===== config.mk =====
export PLATFORM = sky130hd
export DESIGN_NAME = generator_ferestre
export DESIGN_NICKNAME = d
export VERILOG_FILES = /design/src/rtl/generator_ferestre.sv
export SDC_FILE = /design/constraint.sdc
export NUM_CORES = 1
export LEC_CHECK = 0
export CORE_UTILIZATION = 45
export CTS_CLUSTER_SIZE = 12
export DETAILED_ROUTE_END_ITERATION = 8
export GPL_TIMING_DRIVEN = 0
export PLACE_DENSITY = 0.71
export SYNTH_ARGS = -nofsm -noshare
export SYNTH_HDL_FRONTEND = slang
export SYNTH_SLANG_ARGS = --single-unit

===== constraint.sdc =====
create_clock -name clk -period 2.67 [get_ports clk]
set_input_delay 0.534 -clock clk [delete_from_list [all_inputs] [get_ports clk]]
set_output_delay 0.534 -clock clk [all_outputs]
set_load 0.005 [all_outputs]

===== src/rtl/generator_ferestre.sv =====
// 2x2 window generator: slices a raster-order pixel stream into
// non-overlapping 2x2 windows. Even rows are parked in a line buffer of
// column pairs; odd rows pair with them to form complete windows.
module generator_ferestre #(
  parameter int LATIME_IMG   = 28,
  parameter int INALTIME_IMG = 28
) (
  input  logic       clk,
  input  logic       rst_n,
  input  logic [7:0] pixel_in,
  input  logic       pixel_valid,
  input  logic       sincron,
  output logic [7:0] intrare1,
  output logic [7:0] intrare2,
  output logic [7:0] intrare3,
  output logic [7:0] intrare4,
  output logic       activare_tragere,
  output logic       cadru_gata
);

  localparam int CW    = (LATIME_IMG > 1) ? $clog2(LATIME_IMG) : 1;
  localparam int RW    = (INALTIME_IMG > 1) ? $clog2(INALTIME_IMG) : 1;
  localparam int PAIRS = LATIME_IMG / 2;
  localparam int PW    = (PAIRS > 1) ? $clog2(PAIRS) : 1;

  typedef enum logic {
    RAND_PAR   = 1'b0,
    RAND_IMPAR = 1'b1
  } stare_t;

  stare_t          state_reg;
  stare_t          cur_state;
  logic [CW-1:0]   col_reg;
  logic [CW-1:0]   cur_col;
  logic [RW-1:0]   row_reg;
  logic [RW-1:0]   cur_row;
  logic            col_last;
  logic            row_last;
  logic            wr_en;
  logic            rd_en;
  logic [PW-1:0]   pair_idx;

  // Line buffer holds one even row as column pairs {odd, even}, so a
  // single registered read fetches both top pixels of a window.
  logic [15:0]     line_buf [0:PAIRS-1];
  logic [7:0]      even_hold;
  logic [15:0]     top_pair;
  logic [7:0]      bottom_left;

  // Effective position for this edge: sincron restarts the frame so the
  // pixel accepted alongside it lands at row 0, column 0.
  always_comb begin
    cur_state = state_reg;
    cur_col   = col_reg;
    cur_row   = row_reg;
    if (sincron) begin
      cur_state = RAND_PAR;
      cur_col   = '0;
      cur_row   = '0;
    end
    col_last = (cur_col == CW'(LATIME_IMG - 1));
    row_last = (cur_row == RW'(INALTIME_IMG - 1));
    pair_idx = PW'(cur_col >> 1);
    wr_en    = pixel_valid && (cur_state == RAND_PAR) && cur_col[0];
    rd_en    = pixel_valid && (cur_state == RAND_IMPAR) && !cur_col[0];
  end

  // Line buffer storage: write the completed pair on odd columns of even
  // rows, prefetch the pair on even columns of odd rows. Each location is
  // read during the odd row long before the next even row rewrites it.
  always_ff @(posedge clk) begin
    if (pixel_valid && (cur_state == RAND_PAR) && !cur_col[0])
      even_hold <= pixel_in;
    if (wr_en)
      line_buf[pair_idx] <= {pixel_in, even_hold};
    if (rd_en)
      top_pair <= line_buf[pair_idx];
  end

  // Position counters, row-parity FSM and registered window outputs.
  always_ff @(posedge clk or negedge rst_n) begin
    if (!rst_n) begin
      state_reg        <= RAND_PAR;
      col_reg          <= '0;
      row_reg          <= '0;
      bottom_left      <= '0;
      intrare1         <= '0;
      intrare2         <= '0;
      intrare3         <= '0;
      intrare4         <= '0;
      activare_tragere <= 1'b0;
      cadru_gata       <= 1'b0;
    end else begin
      activare_tragere <= 1'b0;
      cadru_gata       <= 1'b0;
      if (pixel_valid) begin
        if (col_last) begin
          col_reg   <= '0;
          row_reg   <= row_last ? '0 : cur_row + 1'b1;
          state_reg <= (cur_state == RAND_PAR) ? RAND_IMPAR : RAND_PAR;
        end else begin
          col_reg   <= cur_col + 1'b1;
          row_reg   <= cur_row;
          state_reg <= cur_state;
        end
        if (cur_state == RAND_IMPAR) begin
          if (!cur_col[0]) begin
            bottom_left <= pixel_in;
          end else begin
            intrare1         <= top_pair[7:0];
            intrare2         <= top_pair[15:8];
            intrare3         <= bottom_left;
            intrare4         <= pixel_in;
            activare_tragere <= 1'b1;
            cadru_gata       <= col_last && row_last;
          end
        end
      end else begin
        col_reg   <= cur_col;
        row_reg   <= cur_row;
        state_reg <= cur_state;
      end
    end
  end

endmodule


==> results of run 1 <==
==> metrics by stage <==
stage / worst slack, ns / cells
detailed placement: -1.196 / 1085
global placement: -2.183 / 1074
finish: 0.01605 / 1147
CTS: 0.001898 / 1143
floorplan: -0.1221 / 695
global route: -0.04504 / 1147
==> worst paths after layout <==
check	depth (start not counted)	from	endpoint	slack (ns)
worst min-delay path	2	pixel_valid	col_reg[0]	0.28
worst max-delay path	7	sincron	line_buf[13][1]	0.02
worst min register to register	1	top_pair[9]	intrare2[1]	0.47
min in group asynchronous	2	rst_n	col_reg[2]	0.43
worst max register to register	6	col_reg[2]	line_buf[7][12]	0.12
max in group asynchronous	3	rst_n	col_reg[0]	1.71
==> critical path: cells and delay by family <==
family	cells	cell delay [ns]
AND/OR/NAND/NOR	3	1.26
buffers and inverters	4	1.09
==> power groups by stage <==
| stage | clock [mW] | sequential (mW) | combinational [mW] |
|---|---|---|---|
| floorplan | 0 | 5.25 | 0.381 |
| global placement | 0 | 5.27 | 0.582 |
| detailed placement | 0 | 5.27 | 0.594 |
| CTS | 3.94 | 5.17 | 0.602 |
| global route | 4.14 | 5.18 | 0.652 |
| finish | 3.90 | 5.17 | 0.607 |
==> layer usage <==
metal  track usage [%]  vias to the layer above  part of all wire (%)
met5                 0                        -                     0
met4             4.170                        0                   1.2
met3             3.214                       31                   8.5
met2             31.88                      310                    48
met1             28.30                     3321                    43
li1                  -                     2894                     -
==> logic make-up after synthesis <==
family / share of synthesized area [%]
AO/OA/AOI/OAI: 6.803
multiplexers: 11.43
buffers and inverters: 2.306
AND/OR/NAND/NOR: 5.118
XOR/XNOR: 0.2949
adder cells (fa/ha/maj): 0.2106
flip-flops: 73.84
==> area by class of cell <==
cell class                 count  area (um2)
multi-input combinational    347        2934
buffer                        45       269.0
clock inverter                 3       15.01
clock buffer                  53       898.4
inverter                       2       7.507
timing repair buffer          61       675.6
tap                          335       419.2
sequential                   301        8773
fill                        2021       11990
==> layout by cell type, fill, tap and decap left out, types with 2 or more instances in the layout <==
cell type | synthesis | layout
nand2_1 | 27 | 27
edfxtp_1 | 248 | 248
nand2b_1 | 5 | 5
nor3b_1 | 17 | 17
o221a_2 | 9 | 9
dfrtp_1 | 53 | 53
buf_8 | 0 | 6
inv_1 | 2 | 2
or2_1 | 2 | 2
mux4_2 | 7 | 7
nor2_2 | 1 | 3
nor2b_1 | 6 | 6
a22oi_1 | 5 | 5
mux2_2 | 63 | 63
clkbuf_2 | 1 | 3
or3b_1 | 2 | 2
o221ai_1 | 12 | 12
nor3_4 | 1 | 3
clkbuf_16 | 0 | 31
nor2_1 | 31 | 20
clkdlybuf4s50_1 | 0 | 43
nor2_4 | 0 | 9
buf_12 | 1 | 5
o22ai_1 | 10 | 10
clkbuf_1 | 8 | 24
mux2i_1 | 49 | 49
ha_1 | 2 | 2
o22ai_2 | 9 | 9
nand3_1 | 9 | 9
clkbuf_8 | 0 | 4
a211o_1 | 9 | 9
nand3b_1 | 3 | 3
clkinv_2 | 0 | 3
buf_2 | 25 | 26
o21ai_0 | 19 | 19
buf_4 | 5 | 7
a21oi_1 | 25 | 25
buf_6 | 4 | 8
xor2_1 | 3 | 3
==> what timing repair did <==
| item | in CTS | in global routing |
|---|---|---|
| buffers inserted | 1 | 4 |
| endpoints found under the setup margin | 87 | 90 |
| hold endpoints to repair | 13 | 0 |
| gates resized for setup | 10 | 7 |
| pin swaps | 2 | 4 |
| hold buffers | 1 | 0 |
==> flow_summary.yaml, run 1 <==
floorplan:
  initial_utilization_pct: 45.72
  rows: 59
  ioPinCount: 46
  die_h_um: 164.5
  dieArea_mm2: 0.02706
  core_mm2: 0.02598
  die_width_um: 164.5
clocking:
  path_clk_slew_ns: 0.06
  cts_root_buf: "clkbuf_16"
  tritoncts: "yes"
  worstSkewPairLatency_ns: 0.55
  h-tree-depth: 1
  clkSinkCount: 301
  max-clock-path-buffers: 3
  cts_buffers: 30
placed_design:
  port_buffers: 44
  dpl_cell_area_mm2: 0.01293
  place_congestion: 0.8621
  dp_hpwl_um: 16700
final_layout:
  final_nets: 802
  final_area_mm2: 0.01399
  top_register: "line_buf"
  syn2layout_area_growth_pct: 17.77
  reg_top3: "line_buf (224), top_pair (16)"
  drive_gt1_share_pct: 24.75
  diodes: 0
  largest_register_ffs: 224
  utilization_pct: 53.85
logic_synthesis:
  avgSynthCellArea_um2: 17.10
  async_reset_ff_share_pct: 17.61
  synthFlopType: "edfxtp_1"
  synthTopCellsByCount: "edfxtp_1, mux2_2, dfrtp_1"
  synth-edff-count: 248
  synth_warnings: 0
  synth_nets: 709
  syn_inst: 695
  ys_seq_elements: 301
  synth.top_cells.by_area: "edfxtp_1, dfrtp_1, mux2_2"
  synth.most_common_cell: "edfxtp_1"
  synthDistinctLibCells: 54
  synth_top_area_share_pct: 62.68
  yosysSeqAreaShare_pct: 73.84
  netlist_area_mm2: 0.01188
  synth_top_cell_by_area: "edfxtp_1"
route:
  wl_per_cell_um: 22.63
  postRouteAntennaNets: 0
  routed_wl_um: 25960
  vias: 6556
  drtPass1Iterations: 5
  drc: 0
  viasPerCell: 5.716
  dr.first_iter.drc_count: 815
grt:
  grt_pass1_vias: 6432
  antenna_found_initial: 0
  grt_max_degree: 41
  grt_overflow: 0
  gr-usage-all-layers_pct: 19.73
  grt_pass1_wl_um: 39400
timing:
  tightest_slew_ns: 0.8494
  min_period_over_period_pct: 99.40
  finalSetupViolCount: 0
  slew_headroom_pct: 43.20
  setup_tns_ns: 0
  hold_viol_final: 0
  fin_crit_ns: 2.654
  hold_ws_ns: 0.2794
  finalClockSkew_ns: 0.01501
  maxSlewViolCount: 0
  timing.fmax_mhz: 376.8
job:
  maxCapViolCount: 0
power_and_ir_drop:
  p_seq_share_pct: 53.5
  power_frac_comb_pct: 6.3
  powerDensity_mw_per_mm2: 691.6
  switching_share_pct: 21.12
  power.total_mw: 9.677
  vdd_drop_max_mv: 0.6670
  internal_power_mw: 7.633
  leakage_nw: 4.879
  power.switching_mw: 2.044
  p_clk_share_pct: 40.3
min_path:
  hold_path_class: "input pin to flop"
worst_setup_path:
  cp_cell_sequence: "clkdlybuf4s50_1 -> buf_6 -> or3b_1 -> buf_6 -> nand2b_1 -> nor2_2 -> buf_6"
  start_kind: "input pin"
  crit_arrival_ns: 2.90
  end_kind: "flop"
  cp_slowest_cell: "nor2_2"
  worst-path-max-fanout: 10
  crit_required_ns: 2.91
  crit_type: "input pin to flop"
  critical-path-max-stage-delay_ns: 0.51
  crit_path_frequent_cell: "buf_6"
outcome:
  status: "finished, final reports clean"
(Power assumes the default switching activity.)
==> run 2, diff against run 1 <==
--- a/config.mk
+++ b/config.mk
@@ -8,8 +8,8 @@
 export CORE_UTILIZATION = 45
 export CTS_CLUSTER_SIZE = 12
 export DETAILED_ROUTE_END_ITERATION = 8
-export GPL_TIMING_DRIVEN = 0
-export PLACE_DENSITY = 0.71
+export PLACE_DENSITY = 0.69
+export SLEW_MARGIN = 5
 export SYNTH_ARGS = -nofsm -noshare
 export SYNTH_HDL_FRONTEND = slang
 export SYNTH_SLANG_ARGS = --single-unit
==> constraint.sdc (replaced) <==
create_clock -name clk -period 2.5 [get_ports clk]
set_input_delay 0.5 -clock clk [delete_from_list [all_inputs] [get_ports clk]]
set_output_delay 0.5 -clock clk [all_outputs]
set_load 0.005 [all_outputs]
==> run 2 against run 1 <==
The flow now finishes with violations (DRC). Core utilization shrank 0.29 points. Critical endpoint is now line_buf[12][4]. Global-route usage shrank 0.43 points. Clock-buffer cell count shrank 8. Clock power grew 6.7%. Flip-flop and latch count is the same. Sequential share of layout area grew 0.38 points. Sequential power grew 7.4%. Worst setup slack gained 0.27 ns. Die area is the same. Highest routed layer unchanged. Via count shrank 1.3%. Worst hold slack lost 0.26 ns. Register-to-register slack gained 0.16 ns.
==> flow_summary.yaml, run 2 (same netlist as run 1, synthesis figures left out) <==
route:
  wl_per_cell_um: 22.17
  viasPerCell: 5.703
  vias: 6473
  postRouteAntennaNets: 0
  routed_wl_um: 25160
  drtPass1Iterations: 9
  drc: 1
  dr.first_iter.drc_count: 796
clocking:
  tritoncts: "yes"
  worstSkewPairLatency_ns: 0.54
  h-tree-depth: 1
  hold_buffers: 0
  cts_buffers: 31
  cts_setup_buffers: 0
  path_clk_slew_ns: 0.06
  max-clock-path-buffers: 3
  clkSinkCount: 301
  cts_root_buf: "clkbuf_16"
  cts_resized: 0
final_layout:
  multi_input_area_mm2: 0.002849
  final_nets: 795
  syn2layout_area_growth_pct: 17.12
  top_register: "line_buf"
  reg_top3: "line_buf (224), top_pair (16)"
  most-common-layout-cells: "edfxtp_1, mux2_2, dfrtp_1"
  drive_gt1_share_pct: 24.25
  fillers: 2029
  mostFrequentLayoutCell: "edfxtp_1"
  seqCellArea_mm2: 0.008778
  diodes: 0
  largest_register_ffs: 224
placed_design:
  place_congestion: 0.8871
  dp_hpwl_um: 16630
  pre_cts_ws_ns: -0.05827
  port_buffers: 45
timing:
  maxSlewViolCount: 0
  timing.fmax_mhz: 450.7
  hold_viol_final: 0
  tightest_slew_ns: 0.7787
  hold_ws_ns: 0.01712
  setup_slack_ns: 0.2811
  min_period_over_period_pct: 88.76
  fin_crit_ns: 2.219
  finalSetupViolCount: 0
  finalClockSkew_ns: 0.01065
  setup_tns_ns: 0
  slew_headroom_pct: 47.98
  rsz0062_at_grt: "no"
grt:
  antenna_found_initial: 0
  gr-usage-all-layers_pct: 19.30
  grt_max_degree: 45
  grt_pass1_vias: 6552
  grt_overflow: 0
  grt_pass1_wl_um: 38600
floorplan:
  initial_utilization_pct: 45.72
  core_mm2: 0.02598
  dieArea_mm2: 0.02706
  rows: 59
  die_h_um: 164.5
  die_width_um: 164.5
  ioPinCount: 46
power_and_ir_drop:
  leakage_nw: 4.886
  vdd_drop_max_mv: 0.5115
  powerDensity_mw_per_mm2: 740.2
  power.total_mw: 10.30
outcome:
  status: "finished with violations"
  violations: "DRC"
worst_setup_path:
  crit_type: "flop to flop"
  crit_arrival_ns: 2.44
  worstReg2RegStart: "col_reg[1]"
  crit_required_ns: 2.73
  start_kind: "flop"
  crit_start: "col_reg[1]"
  worst-path-max-fanout: 17
  end_kind: "flop"
min_path:
  hold_path_class: "input pin to asynchronous set/reset pin"
job:
  maxCapViolCount: 0
run 2: worst max-delay path, stage by stage (launching register included):
cell	delay (ns)
dfrtp_4	0.60
o21bai_1	0.67
nand2_1	0.22
nor2_1	0.14
buf_4	0.27
run 2: worst paths after layout:
check / to / slack (ns) / depth (start not counted)
max: line_buf[12][4] / 0.28 / 4
min: intrare1[3] / 0.02 / 1
max reg2reg: line_buf[12][4] / 0.28 / 4
min reg2reg: intrare1[5] / 0.48 / 1
max in group asynchronous: intrare1[5] / 1.91 / 2
min in group clk: col_reg[4] / 0.43 / 3
run 2: layout make-up:
cell class              count  area share (%)
clock buffers              45           6.312
clock inverters             7          0.2338
inverters                   2         0.05395
multi-input cells         347           20.47
flip-flops and latches    301           63.08
well taps                 335           3.012
repair buffers             98           6.833
run 2: layer usage:
metal / vias to the layer above / wire [um] / track usage (%)
met5: - / 0 / 0
met4: 0 / 613 / 5.254
met3: 48 / 1797 / 3.516
met2: 260 / 11600 / 30.53
met1: 3284 / 11150 / 27.52
li1: 2881 / - / -
run 2: power breakdown:
part	leakage, nW	switching [mW]	internal (mW)
logic	1.46	0.349	0.242
registers	2.97	0.0687	5.48
clock network	0.451	1.76	2.40
run 2: through the flow:
step                utilization [%]  cells  area (um2)
finish                        53.55   1135       13920
global route                  53.55   1135       13920
CTS                           53.55   1135       13920
detailed placement            50.05   1083       13010
global placement              50.05   1083       13010
floorplan                         -    695       11880
